===== src/rtl/axi4_lite_register_file.sv =====
// AXI4-Lite slave over 2**CLOG2_W registers: writes drive register_out, reads return register_in.
// Define AXI4_LITE_REGISTER_FILE_SLVERR_EN to answer SLVERR above the map instead of aliasing.
module axi4_lite_register_file #(
  parameter int A       = 16,
  parameter int N       = 4,
  parameter int CLOG2_W = 4,
  localparam int W      = 2**CLOG2_W,
  localparam int DW     = 8*N
) (
  input  logic                  aclk,
  input  logic                  aresetn,
  input  logic [A-1:0]          awaddr,
  input  logic                  awvalid,
  output logic                  awready,
  input  logic [DW-1:0]         wdata,
  input  logic [N-1:0]          wstrb,
  input  logic                  wvalid,
  output logic                  wready,
  output logic [1:0]            bresp,
  output logic                  bvalid,
  input  logic                  bready,
  input  logic [A-1:0]          araddr,
  input  logic                  arvalid,
  output logic                  arready,
  output logic [DW-1:0]         rdata,
  output logic [1:0]            rresp,
  output logic                  rvalid,
  input  logic                  rready,
  output logic [W-1:0][DW-1:0]  register_out,
  input  logic [W-1:0][DW-1:0]  register_in
);

  localparam int OB = $clog2(N);
  localparam int IB = CLOG2_W + OB;
  localparam logic [1:0] OKAY   = 2'b00;
  localparam logic [1:0] SLVERR = 2'b10;

`ifdef AXI4_LITE_REGISTER_FILE_SLVERR_EN
  localparam bit ERR_EN = 1'b1;
`else
  localparam bit ERR_EN = 1'b0;
`endif

  logic               booted;
  logic               aw_done;
  logic               w_done;
  logic [CLOG2_W-1:0] aw_idx;
  logic               aw_err;
  logic [DW-1:0]      wdata_q;
  logic [N-1:0]       wstrb_q;
  logic [CLOG2_W-1:0] ar_idx;
  logic               ar_err;
  logic               aw_err_in;
  logic               unused;

  assign ar_idx    = araddr[IB-1:OB];
  assign ar_err    = ERR_EN && ((araddr >> IB) != '0);
  assign aw_err_in = ERR_EN && ((awaddr >> IB) != '0);
  assign unused    = ^{awaddr, araddr};

  always_ff @(posedge aclk) begin
    if (!aresetn) begin
      booted       <= 1'b0;
      awready      <= 1'b0;
      wready       <= 1'b0;
      arready      <= 1'b0;
      aw_done      <= 1'b0;
      w_done       <= 1'b0;
      aw_idx       <= '0;
      aw_err       <= 1'b0;
      wdata_q      <= '0;
      wstrb_q      <= '0;
      bvalid       <= 1'b0;
      bresp        <= OKAY;
      rvalid       <= 1'b0;
      rresp        <= OKAY;
      rdata        <= '0;
      register_out <= '0;
    end else begin
      booted <= 1'b1;
      if (!booted) begin
        awready <= 1'b1;
        wready  <= 1'b1;
        arready <= 1'b1;
      end
      if (awvalid && awready) begin
        awready <= 1'b0;
        aw_done <= 1'b1;
        aw_idx  <= awaddr[IB-1:OB];
        aw_err  <= aw_err_in;
      end
      if (wvalid && wready) begin
        wready  <= 1'b0;
        w_done  <= 1'b1;
        wdata_q <= wdata;
        wstrb_q <= wstrb;
      end
      // readys stay low until B completes, so this fires once per write
      if (aw_done && w_done) begin
        aw_done <= 1'b0;
        w_done  <= 1'b0;
        bvalid  <= 1'b1;
        if (aw_err) begin
          bresp <= SLVERR;
        end else begin
          bresp <= OKAY;
          for (int i = 0; i < N; i++) begin
            if (wstrb_q[i]) begin
              register_out[aw_idx][8*i +: 8] <= wdata_q[8*i +: 8];
            end
          end
        end
      end
      if (bvalid && bready) begin
        bvalid  <= 1'b0;
        awready <= 1'b1;
        wready  <= 1'b1;
      end
      if (arvalid && arready) begin
        arready <= 1'b0;
        rvalid  <= 1'b1;
        if (ar_err) begin
          rdata <= '0;
          rresp <= SLVERR;
        end else begin
          rdata <= register_in[ar_idx];
          rresp <= OKAY;
        end
      end
      if (rvalid && rready) begin
        rvalid  <= 1'b0;
        arready <= 1'b1;
      end
    end
  end

endmodule


===== config.mk =====
export PLATFORM = sky130hd
export DESIGN_NAME = axi4_lite_register_file
export DESIGN_NICKNAME = d
export VERILOG_FILES = /design/src/rtl/axi4_lite_register_file.sv
export SDC_FILE = /design/constraint.sdc
export NUM_CORES = 1
export LEC_CHECK = 0
export ABC_CLOCK_PERIOD_IN_PS = 4400
export CELL_PAD_IN_SITES_DETAIL_PLACEMENT = 1
export CELL_PAD_IN_SITES_GLOBAL_PLACEMENT = 1
export CORE_AREA = 3 3 442 444
export DETAILED_ROUTE_END_ITERATION = 8
export DIE_AREA = 0 0 445 447
export GPL_TIMING_DRIVEN = 0
export MAX_ROUTING_LAYER = met4
export PLACE_DENSITY = 0.51
export SETUP_SLACK_MARGIN = 0.15
export SYNTH_ARGS = -nofsm -noshare
export SYNTH_HDL_FRONTEND = slang
export SYNTH_SLANG_ARGS = --single-unit

===== constraint.sdc =====
create_clock -name aclk -period 4.4 [get_ports aclk]
set_clock_uncertainty 0.2 [all_clocks]
set_input_delay 0.88 -clock aclk [delete_from_list [all_inputs] [get_ports aclk]]
set_output_delay 0.88 -clock aclk [all_outputs]
set_load 0.005 [all_outputs]

Word level (Yosys, flattened, before mapping)
Cells that the tools add are included.
- output and inout port bits: 553
- flip-flop bits (word level): 592
- input port bits: 587
- logic and storage cells: 77
- reductions and logical operators: 10
- magnitude comparators: 3
- bitwise gates (word level): 1
- eq/ne operators: 3
- multiplexer cells: 32
- operators with widths (kind ; count):
    2-to-1 mux 512 bit ; 10
    bitwise mux 512 bit ; 4
    demux 32 bit (select 4 bit) ; 4
    binary-select mux 32 bit (select 4 bit) ; 1
    2-to-1 mux 32 bit ; 2
    2-to-1 mux 24 bit ; 1
    2-to-1 mux 16 bit ; 1
    < comparator 4 x 5 -> 1 bit (second input constant) ; 2
    inequality test 3 x 1 -> 1 bit (second input constant) ; 3
    2-to-1 mux 1 bit ; 8
    2-to-1 mux 8 bit ; 1
    logical AND 1 bit ; 7
    OR reduction 2 bit ; 3
    >= comparator 4 x 1 -> 1 bit (second input constant) ; 1
    inverter 1 bit ; 1

Logic depth before layout (Yosys ltp)
Gate-level depths: netlist (run 1).
- depth after elaboration: 18
- gate-level depth with buffers: 8
- gate-level depth less buffers: 4

Least setup slack after synthesis (run 1)
No wires, ideal clock.
- path kind: input to register
- start: in araddr[4]
- end: reg rdata[10]
- setup time: 0.119 ns
- arrival: 2.219 ns
- stages on the path: 6
- path buffers: 3
- required time: 4.081 ns
- setup slack: 1.863 ns
- path through: buf_4 > buf_6 > buf_2 > mux4_2 > o21ai_0 > nand2_1
- cells in the longest elaborated chain, start to end: 2
- RTL lines (element ; line ; source):
    start, declared ; 22 ; input logic [A-1:0] araddr,
    binary-select mux 32 bit (select 4 bit) ; 126 ; rdata <= register_in[ar_idx];
    2-to-1 mux 32 bit (implied by the code) ; 126 ;
    end signal, assigned ; 126 ;
    end, declared ; 25 ; output logic [DW-1:0] rdata,
Every way passes these cells. The select of a mux whose other input is x is not followed.
A chain may end at the register's enable or synchronous reset.

Worst setup path in the final report (run 1)
- start: in aresetn
- end: reg register_out[349] in the netlist's numbering
- RTL lines (element ; line ; source):
    start, declared ; 11 ; input logic aresetn,
    end signal, assigned by index ; 109 ; register_out[aw_idx][8*i +: 8] <= wdata_q[8*i +: 8];
    end, declared ; 29 ; output logic [W-1:0][DW-1:0] register_out,
No word-level cell between the ends.

==> results of run 1 <==
## final cells by class
| cell class | count | area share [%] |
|---|---|---|
| Clock buffer | 120 | 5.269 |
| Multi-Input combinational cell | 1938 | 31.14 |
| Timing Repair Buffer | 1110 | 25.32 |
| Clock inverter | 24 | 0.6498 |
| Sequential cell | 592 | 26.99 |
| Tap cell | 2526 | 7.199 |
| Buffer | 283 | 2.927 |
| Inverter | 1 | 0.008550 |
| Antenna cell | 87 | 0.4959 |
## how the worst min path moves through the flow
| stage | start | endpoint | slack, ns | cells past startpoint |
|---|---|---|---|---|
| after floorplan | register_out[0]$_SDFFE_PN0P_ | register_out[0]$_SDFFE_PN0P_ | 0.25 | 2 |
| after global routing | register_out[274]$_SDFFE_PN0P_ | register_out[274]$_SDFFE_PN0P_ | 0.28 | 2 |
| after global placement | register_out[269]$_SDFFE_PN0P_ | register_out[269]$_SDFFE_PN0P_ | 0.24 | 2 |
| after CTS | register_out[271]$_SDFFE_PN0P_ | register_out[271]$_SDFFE_PN0P_ | 0.26 | 2 |
| final | register_out[271]$_SDFFE_PN0P_ | register_out[271]$_SDFFE_PN0P_ | 0.25 | 2 |
| after detailed placement | register_out[271]$_SDFFE_PN0P_ | register_out[271]$_SDFFE_PN0P_ | 0.25 | 2 |
## through the flow
stage | util [%] | hold slack (ns) | total power [mW]
floorplan | - | 0.2514 | 6.110
global placement | 21.39 | 0.2440 | 7.201
detailed placement | 21.40 | 0.2489 | 7.206
CTS | 22.76 | 0.2569 | 14.02
global route | 22.86 | 0.2789 | 14.22
finish | 22.87 | 0.2532 | 13.75
## Yosys cell counts
cell type  instances  area share (%)
dfxtp_1          592              44
nand2_1          511             7.2
a21boi_0         369              10
nand3_1          360             6.7
mux2i_1          230             8.6
clkbuf_1         200             2.8
nor2b_1          162             3.8
mux4_2            95             8.0
buf_2             54             1.0
o21ai_0           34            0.63
a221oi_1          31             1.0
a22oi_1           31            0.87
mux2_2            31             1.3
a21boi_1          26            0.73
nor2_2            20            0.47
buf_6             15            0.63
buf_4             11            0.31
and2_1             7            0.16
nand4b_1           5            0.16
and3_1             4           0.093
and4bb_2           4            0.19
nor4b_4            4            0.35
buf_1              2           0.028
nor4bb_1           2           0.075
a2111oi_0          1           0.033
a21oi_1            1           0.019
a221o_1            1           0.037
and4_1             1           0.033
clkbuf_2           1           0.019
conb_1             1           0.014
inv_1              1           0.014
nand4_4            1           0.079
nor2_1             1           0.014
nor4_4             1           0.079
o211a_1            1           0.037
## cells by family after synthesis
family | count (synthesis) | share of synthesized area [%]
simple gates | 1083 | 19.37
flops | 592 | 44.22
compound gates | 495 | 13.71
mux | 356 | 17.88
buf+inv | 284 | 4.809
other cells | 1 | 0.01399
## worst min-delay path: stages, from the launching register on
cell and delay, ns:
dfxtp_1 0.31, nand2_1 0.05, a21boi_1 0.05
## state kept, by name, indices dropped and copies added (netlist names)
register and count:
register_out 512, rdata 32, wdata_q 32, aw_idx 4
wstrb_q 4, arready 1, aw_done 1, awready 1
booted 1, bvalid 1, rvalid 1, w_done 1
wready 1
## where the power goes
| group | switching, mW | internal [mW] | leakage (nW) |
|---|---|---|---|
| clock | 2.80 | 3.88 | 1.27 |
| combinational | 0.815 | 0.821 | 7.77 |
| sequential | 0.0290 | 5.40 | 4.77 |
| total | 3.64 | 10.1 | 13.8 |
## routing by layer
layer  vias to the layer above  track usage (%)  share of wire (%)
li1                      12370                -                  -
met1                     13940            20.14                 32
met2                      1066            42.47                 55
met3                       413            4.909                5.6
met4                         0            14.58                7.7
met5                         -                -                  0
==> impl_results.md, run 1 <==
* Placed Area at 0.04109 mm²
* CP Capture Type: flop
* Die area at 0.1989 mm²
* H-tree levels at 3
* Pwr dens at 313.1 mW/mm²
* Levels on crit path at 6
* Worst Path Required at 4.79 ns
* Final Hold Fails at 0
* Finished Layout Cells at 6681
* Initial DRC Count at 1507
* Max Clk Rate at 285.5 MHz
* Worst setup margin at 0.8973 ns
* GP Congestion at 1.009
* Post-route cell area at 0.04390 mm²
* Rel. slew slack at 18.78%
* Clk pin slew, worst setup/hold paths at 0.06 ns
* Area of the multi-input gates at 0.01367 mm²
* # fillers at 22220
* IO buf count at 1109
* Share of cells above drive strength 1 at 8.776%
* Hold WC Path Type: flop to flop
* Peak supply drop at 0.0002609 V
* Total core area at 0.1920 mm²
* Crit path time final at 3.503 ns
* FF-to-FF End: register_out[179]$_SDFFE_PN0P_
* Post_cts resized at 0
* Post-CTS Setup Inserts at 0
* Detail Placement HPWL at 192.6 mm
* Global-route wire length before repair at 286.0 mm
* Crit path max-delay family: buffers and inverters
* Worst-case clock buffer depth at 3
* Worst Path Buf+Inv at 5
* Worst-margin pin slew at 1.218 ns
* Row count at 161
* CP Launch Type: input pin
* Vias per cell at 4.160
* Setup-failing EPs final at 0
* Routed wire length at 225.7 mm
* DR DRC count at 0
* Final Max Tran Viols at 0
* DRT Pass-1 Iters at 6
* Commonest non-fill, non-tap cell in the layout: clkdlybuf4s50_1
* Post-synthesis instance area at 0.02680 mm²
* Num ports at 1140
* Largest net degree at the start of global routing at 12
* RSZ-0062 raised after global routing: false
* Worst-case reg-to-reg path depth at 6
* Status: finished clean
* Final setup TNS at 0 ns
* CP most frequent cell: clkbuf_1
* Dpl cells at 6450
* #FFs+latches synth at 592
* Vias post-DR at 27790
* Layout Area Growth over Synthesis at 63.82%
* Worst R2R Start: aw_idx[0]$_SDFFE_PN0P_
* Gr ovfl total at 0
* Antenna Nets Post-Route at 0
* Crit path to: register_out[349]$_SDFFE_PN0P_
* Highest-count cells in the layout ignoring fill and taps: clkdlybuf4s50_1, dfxtp_1, nand2_1, a21boi_0, nand3_1
* CTS Hold Bufs at 0
* Warnings, synthesis at 0
* GRT Overall Usage at 22.47%
* Crit-path slowest cell: clkbuf_1
* FF+latch area at 0.01185 mm²
* Max-Cap Viols at 0
* Syn avg cell area at 9.534 µm²
* Final cycle utilization of the critical path at 79.61%
* Initial antenna violation count at 135
* Starting Density at 13.96%
* Vias in the first global route at 28550
* CP Max Fanout at 10
* Die Ht at 447 µm
* Die span in x at 445 µm
* Clk sinks at 592
* Place WS at -0.04824 ns
* Post-synth cell types at 35
* Setup CP Type: input pin to flop
* Sequential area share after synthesis at 44.22%
* Flop2flop setup slack at 1.51 ns
* Synth Instances at 2811
* Clk_lat worst skew at 0.70 ns
* CP max stage delay at 0.79 ns
* Leak Pwr at 13.81 nW
* Final nets at 4594
* Crit. Startpoint: aresetn
* Worst path cell trace: clkdlybuf4s50_1, clkbuf_1, buf_8, clkbuf_1, clkbuf_1, a21boi_0
* Post-detailed-route wirelength per cell at 33.79 µm
* CTS tree: yes
* WP data arrival at 3.89 ns
* CTS buffer count at 81
* CTS Root Cell: clkbuf_16
No activity file was read; power rests on OpenSTA's default activity.
==> inputs of run 2 (changes only) <==
--- a/config.mk
+++ b/config.mk
@@ -5,15 +5,15 @@
 export SDC_FILE = /design/constraint.sdc
 export NUM_CORES = 1
 export LEC_CHECK = 0
-export ABC_CLOCK_PERIOD_IN_PS = 4400
+export ABC_CLOCK_PERIOD_IN_PS = 3000
 export CELL_PAD_IN_SITES_DETAIL_PLACEMENT = 1
 export CELL_PAD_IN_SITES_GLOBAL_PLACEMENT = 1
-export CORE_AREA = 3 3 442 444
+export CORE_AREA = 3 3 446 448
 export DETAILED_ROUTE_END_ITERATION = 8
-export DIE_AREA = 0 0 445 447
+export DIE_AREA = 0 0 449 451
 export GPL_TIMING_DRIVEN = 0
 export MAX_ROUTING_LAYER = met4
-export PLACE_DENSITY = 0.51
+export PLACE_DENSITY = 0.52
 export SETUP_SLACK_MARGIN = 0.15
 export SYNTH_ARGS = -nofsm -noshare
 export SYNTH_HDL_FRONTEND = slang
==> constraint.sdc (replaced) <==
create_clock -name aclk -period 3 [get_ports aclk]
set_clock_uncertainty 0.2 [all_clocks]
set_input_delay 0.6 -clock aclk [delete_from_list [all_inputs] [get_ports aclk]]
set_output_delay 0.6 -clock aclk [all_outputs]
set_load 0.005 [all_outputs]
==> run 2 against run 1 <==
Clock power grew 47%. Sequential share of layout area down 0.14 points. Critical endpoint is now register_out[91]$_SDFFE_PN0P_. Critical path type is now flop to flop. Utilization fell by 0.24 points. Final cell count is 1.6% higher. Largest power group unchanged. Sequential cell count is the same.
==> impl_results.md, run 2 (synthesis gave the netlist of run 1 again) <==
* Vias post-DR at 27760
* DR DRC count at 0
* FF+latch area at 0.01185 mm²
* Final nets at 4591
* CP Max Fanout at 10
* Pwr dens at 458.9 mW/mm²
* Die area at 0.2025 mm²
* Clk pin slew, worst setup/hold paths at 0.06 ns
* Vias per cell at 4.088
* Largest register by flop count: register_out
* CTS buffer count at 79
* Worst-margin pin slew at 1.329 ns
* Worst-case clock buffer depth at 3
* Detail Placement HPWL at 198.2 mm
* H-tree levels at 3
* Final cycle utilization of the critical path at 90.74%
* Vias in the first global route at 28610
* Highest-count cells in the layout ignoring fill and taps: clkdlybuf4s50_1, dfxtp_1, nand2_1, a21boi_0, nand3_1
* DRT Pass-1 Iters at 6
* WP data arrival at 3.11 ns
* Peak supply drop at 0.0003919 V
* GRT Overall Usage at 22.66%
* GP Congestion at 1.029
* Clk sinks at 592
* CP Launch Type: flop
* Worst hold endpoint: register_out[272]$_SDFFE_PN0P_
* Layout Area Growth over Synthesis at 64.67%
* Biggest regs: register_out (512), rdata (32), wdata_q (32)
* Worst path cell trace: and3_1, clkbuf_1, clkbuf_1, nand2_1, nand2_1, a21boi_0
* Antenna Nets Post-Route at 0
* Die span in x at 449 µm
* Flop2flop setup slack at 0.28 ns
* Initial DRC Count at 1518
* Status: finished clean
* Post-CTS Setup Inserts at 0
* Hold WC Path Type: flop to flop
* IO buf count at 1109
* Final setup TNS at 0 ns
* Area of the multi-input gates at 0.01367 mm²
* Row count at 162
* Worst Path Buf+Inv at 2
* # fillers at 22680
* Dpl cells at 6547
* Die Ht at 451 µm
* Rel. slew slack at 11.37%
* Commonest non-fill, non-tap cell in the layout: clkdlybuf4s50_1
* CTS Hold Bufs at 0
* Final Hold Fails at 0
* Final Max Tran Viols at 0
* Worst Path Required at 3.39 ns
* Crit-path slowest cell: clkbuf_1
* CP Capture Type: flop
* Crit path time final at 2.722 ns
* Max reg flops at 512
* Setup-failing EPs final at 0
* Num ports at 1140
* Worst-case reg-to-reg path depth at 6
* Leak Pwr at 13.89 nW
* Final Util at 22.63%
* Max-Cap Viols at 0
* Power Total at 20.25 mW
* Global-route wire length before repair at 293.9 mm
* Post-detailed-route wirelength per cell at 34.09 µm
* CTS tree: yes
* Max Clk Rate at 367.4 MHz
* CTS Root Cell: clkbuf_16
* Share of cells above drive strength 1 at 9.547%
* Initial antenna violation count at 140
* Clk_lat worst skew at 0.69 ns
* Worst R2R Start: wstrb_q[3]$_SDFFE_PN0P_
* CP max stage delay at 0.57 ns
* Crit path max-delay family: buffers and inverters
* Setup CP Type: flop to flop
* Finished Layout Cells at 6791
* Routed wire length at 231.5 mm
* Gr ovfl total at 0
* Total core area at 0.1950 mm²
* FF-to-FF End: register_out[91]$_SDFFE_PN0P_
* Beginning of the worst hold path: register_out[272]$_SDFFE_PN0P_
* Hold depth at 2
* RSZ-0062 raised after global routing: false
* Starting Density at 13.74%
* Largest net degree at the start of global routing at 13
-- run 2: cell count changes in the layout (fill, tap and decap cells not counted), sizes merged --
cell | before | now
diode | 87 | 103
clkinvlp | 2 | 6
dlygate4sd2 | 0 | 1
clkdlybuf4s50 | 1109 | 1108
inv | 6 | 5
clkbuf | 321 | 309
clkinv | 13 | 18
-- run 2: power by group --
part	internal (mW)	switching [mW]	leakage, nW	total [mW]
combinational	1.20	1.25	7.83	2.45
sequential	7.92	0.0414	4.77	7.96
clock	5.67	4.18	1.29	9.84
total	14.8	5.46	13.9	20.3
-- run 2: layout make-up --
type	count	share of cell area [%]
clock inverters	32	0.8817
diodes	103	0.5840
flip-flops and latches	592	26.86
multi-input cells	1938	30.98
inverters	1	0.008506
well taps	2624	7.440
plain buffers	283	2.980
repair buffers	1109	25.15
clock buffers	109	5.120
-- run 2: through the flow --
stage / hold slack, ns / area (µm²) / worst slack (ns)
floorplan: 0.2514 / 26810 / 0.7425
global placement: 0.2440 / 41190 / -1.541
detailed placement: 0.2486 / 41200 / -1.077
CTS: 0.1929 / 43860 / 0.04330
global route: 0.2433 / 44100 / 0.1502
finish: 0.2534 / 44130 / 0.2778
-- run 2: worst max path at each step --
| stage | endpoint | from | depth (start not counted) |
|---|---|---|---|
| 2_1_floorplan | rdata[10]$_SDFFE_PN0P_ | araddr[4] | 6 |
| 3_3_place_gp | register_out[24]$_SDFFE_PN0P_ | aresetn | 5 |
| 3_5_place_dp | register_out[19]$_SDFFE_PN0P_ | aresetn | 5 |
| 4_1_cts | register_out[412]$_SDFFE_PN0P_ | aresetn | 5 |
| 5_1_grt | register_out[159]$_SDFFE_PN0P_ | aw_idx[2]$_SDFFE_PN0P_ | 5 |
| 6_report | register_out[91]$_SDFFE_PN0P_ | wstrb_q[3]$_SDFFE_PN0P_ | 6 |
-- run 2: layer usage --
layer	routed length (µm)	global-route usage, %
met2	122600	41.86
met4	21510	16.94
met1	73910	19.90
met5	0	-
met3	13490	5.468
-- run 2: worst register-to-register path: stages (launching register included) --
cell	delay [ns]
dfxtp_1	0.44
and3_1	0.25
clkbuf_1	0.57
clkbuf_1	0.50
nand2_1	0.40
nand2_1	0.18
a21boi_0	0.10
-- run 2: repair_timing --
| item | 4_1_cts | 5_1_grt |
|---|---|---|
| setup endpoints to repair | 344 | 85 |
| hold endpoints to repair | 0 | 0 |
| gates resized for setup | 14 | 26 |
==> inputs of run 3 (changes only) <==
==> constraint.sdc (replaced) <==
create_clock -name aclk -period 3 [get_ports aclk]
set_clock_uncertainty 0.2 [all_clocks]
set_input_delay 0.45 -clock aclk [delete_from_list [all_inputs] [get_ports aclk]]
set_output_delay 0.45 -clock aclk [all_outputs]
set_load 0.005 [all_outputs]
==> run 3 against run 2 <==
Global-route usage hardly changed. Utilization about the same. Setup slack worse by 0.088 ns. Combinational power barely moved. Clock power about the same. Critical path depth unchanged. Clock-buffer cell count is the same. Die area unchanged. Sequential power barely moved. Register-to-register slack is essentially flat.
==> impl_results.md, run 3 (synthesis gave the netlist of run 1 again) <==
* Flop2flop setup slack at 0.29 ns
* Most used routing layer: met2
* Worst path cell trace: clkdlybuf4s50_1, buf_2, clkbuf_1, mux2_2, a22oi_1, nand2_1
* Die Ht at 451 µm
* Vias per cell at 4.103
* Setup CP Type: input pin to flop
* Largest register by flop count: register_out
* Worst Path Required at 3.39 ns
* Biggest regs: register_out (512), rdata (32), wdata_q (32)
* Place WS at -0.9272 ns
* Crit-path slowest cell: clkbuf_1
* CTS Hold Bufs at 0
* Final cycle utilization of the critical path at 93.66%
* Worst-case clock buffer depth at 3
* Layout Area Growth over Synthesis at 64.75%
* Max Clk Rate at 355.9 MHz
* IO buf count at 1109
* Gr ovfl total at 0
* Starting Density at 13.74%
* Vias in the first global route at 28610
* Row count at 162
* Dpl cells at 6547
* Final Util at 22.64%
* Final Hold Fails at 0
* Largest net degree at the start of global routing at 13
* Clk sinks at 592
* Antenna Nets Post-Route at 0
* Rel. slew slack at 11.15%
* Detail Placement HPWL at 198.2 mm
* Finished Layout Cells at 6797
* Share of cells above drive strength 1 at 9.373%
* Worst-margin pin slew at 1.333 ns
* Initial DRC Count at 1454
* Max reg flops at 512
* Global-route wire length before repair at 293.9 mm
* CP Launch Type: input pin
* DR DRC count at 0
* Max-Cap Viols at 0
* Commonest non-fill, non-tap cell in the layout: clkdlybuf4s50_1
* Crit path to: rdata[16]$_SDFFE_PN0P_
* GRT met2 Usage at 41.83%
* GP Congestion at 1.029
* Crit path max-delay family: buffers and inverters
* # fillers at 22670
* CTS Root Cell: clkbuf_16
* GRT Overall Usage at 22.66%
* WP data arrival at 3.20 ns
* DRT Pass-1 Iters at 5
* Peak supply drop at 0.0003958 V
* Worst setup margin at 0.1903 ns
* Pwr dens at 459.1 mW/mm²
* Setup-failing EPs final at 0
* Levels on crit path at 6
* Met1 usage at 19.87%
* Worst-case reg-to-reg path depth at 5
* Vias post-DR at 27890
* RSZ-0062 raised after global routing: true
* Clk_lat worst skew at 0.70 ns
* CP max stage delay at 0.87 ns
* Hold WC Path Type: input pin to flop
* Clk pin slew, worst setup/hold paths at 0.06 ns
* Routed wire length at 231.5 mm
* Num ports at 1140
* CP Capture Type: flop
* Power Total at 20.27 mW
* CTS tree: yes
* Highest-count cells in the layout ignoring fill and taps: clkdlybuf4s50_1, dfxtp_1, nand2_1, a21boi_0, nand3_1
* Post-detailed-route wirelength per cell at 34.06 µm
* Total core area at 0.1950 mm²
* Worst Path Buf+Inv at 3
* H-tree levels at 3
* Crit path time final at 2.810 ns
* Die area at 0.2025 mm²
* Leak Pwr at 13.87 nW
* Initial antenna violation count at 142
* Crit. Startpoint: araddr[3]
* Beginning of the worst hold path: wstrb[0]
* Worst R2R Start: aw_idx[3]$_SDFFE_PN0P_
* CP Max Fanout at 10
* Met3 track demand over resource at 5.528%
* FF-to-FF End: register_out[275]$_SDFFE_PN0P_
* Final Max Tran Viols at 0
* Die span in x at 449 µm
* WHS at 0.1184 ns
* CTS buffer count at 79
* Final nets at 4592
* Status: finished clean
## run 3: power breakdown
part           internal (mW)  switching (mW)  leakage, nW
sequential              7.92          0.0421         4.77
combinational           1.21            1.25         7.81
clock                   5.67            4.19         1.29
## run 3: area by class of cell
type / instances / area [µm²] / share of cell area, %
timing repair buffer: 1110 / 11120 / 25.19
inverter: 1 / 3.754 / 0.008501
buffer: 283 / 1304 / 2.953
clock buffer: 109 / 2260 / 5.118
tap: 2624 / 3283 / 7.436
sequential: 592 / 11850 / 26.84
multi-input combinational: 1938 / 13670 / 30.96
clock inverter: 32 / 389.1 / 0.8813
antenna: 108 / 270.3 / 0.6121
## run 3: worst min path at each step
| stage | endpoint | slack, ns | cells past startpoint |
|---|---|---|---|
| 6_report | wstrb_q[0]$_SDFFE_PN0P_ | 0.12 | 3 |
| 5_1_grt | wdata_q[21]$_SDFFE_PN0P_ | 0.09 | 3 |
| 4_1_cts | wdata_q[25]$_SDFFE_PN0P_ | 0.04 | 3 |
| 3_5_place_dp | register_out[269]$_SDFFE_PN0P_ | 0.25 | 2 |
| 3_3_place_gp | register_out[269]$_SDFFE_PN0P_ | 0.24 | 2 |
| 2_1_floorplan | register_out[0]$_SDFFE_PN0P_ | 0.25 | 2 |
## run 3: metal layers
layer | part of all wire (%) | vias to the layer above
met4 | 9.1 | 0
met5 | 0 | -
li1 | - | 12400
met3 | 5.7 | 424
met2 | 53 | 1046
met1 | 32 | 14020
## run 3: repair_timing
item | 4_1_cts | 5_1_grt
hold endpoints to repair | 0 | 0
setup buffers | 0 | 1
resized for setup | 8 | 16
endpoints found under the setup margin | 169 | 128
## run 3: tightest hold or removal path: cells and delay by family
| kind | cells | cell delay (ns) |
|---|---|---|
| compound gates | 1 | 0.07 |
| buf+inv | 1 | 0.40 |
| simple gates | 1 | 0.05 |
## run 3: per-stage QoR
step / setup TNS (ns) / instance area (µm²)
after global routing: -0.01205 / 44120
after detailed placement: -296.00 / 41200
final: 0 / 44150
after CTS: 0 / 43850
after global placement: -562.92 / 41190
after floorplan: 0 / 26810
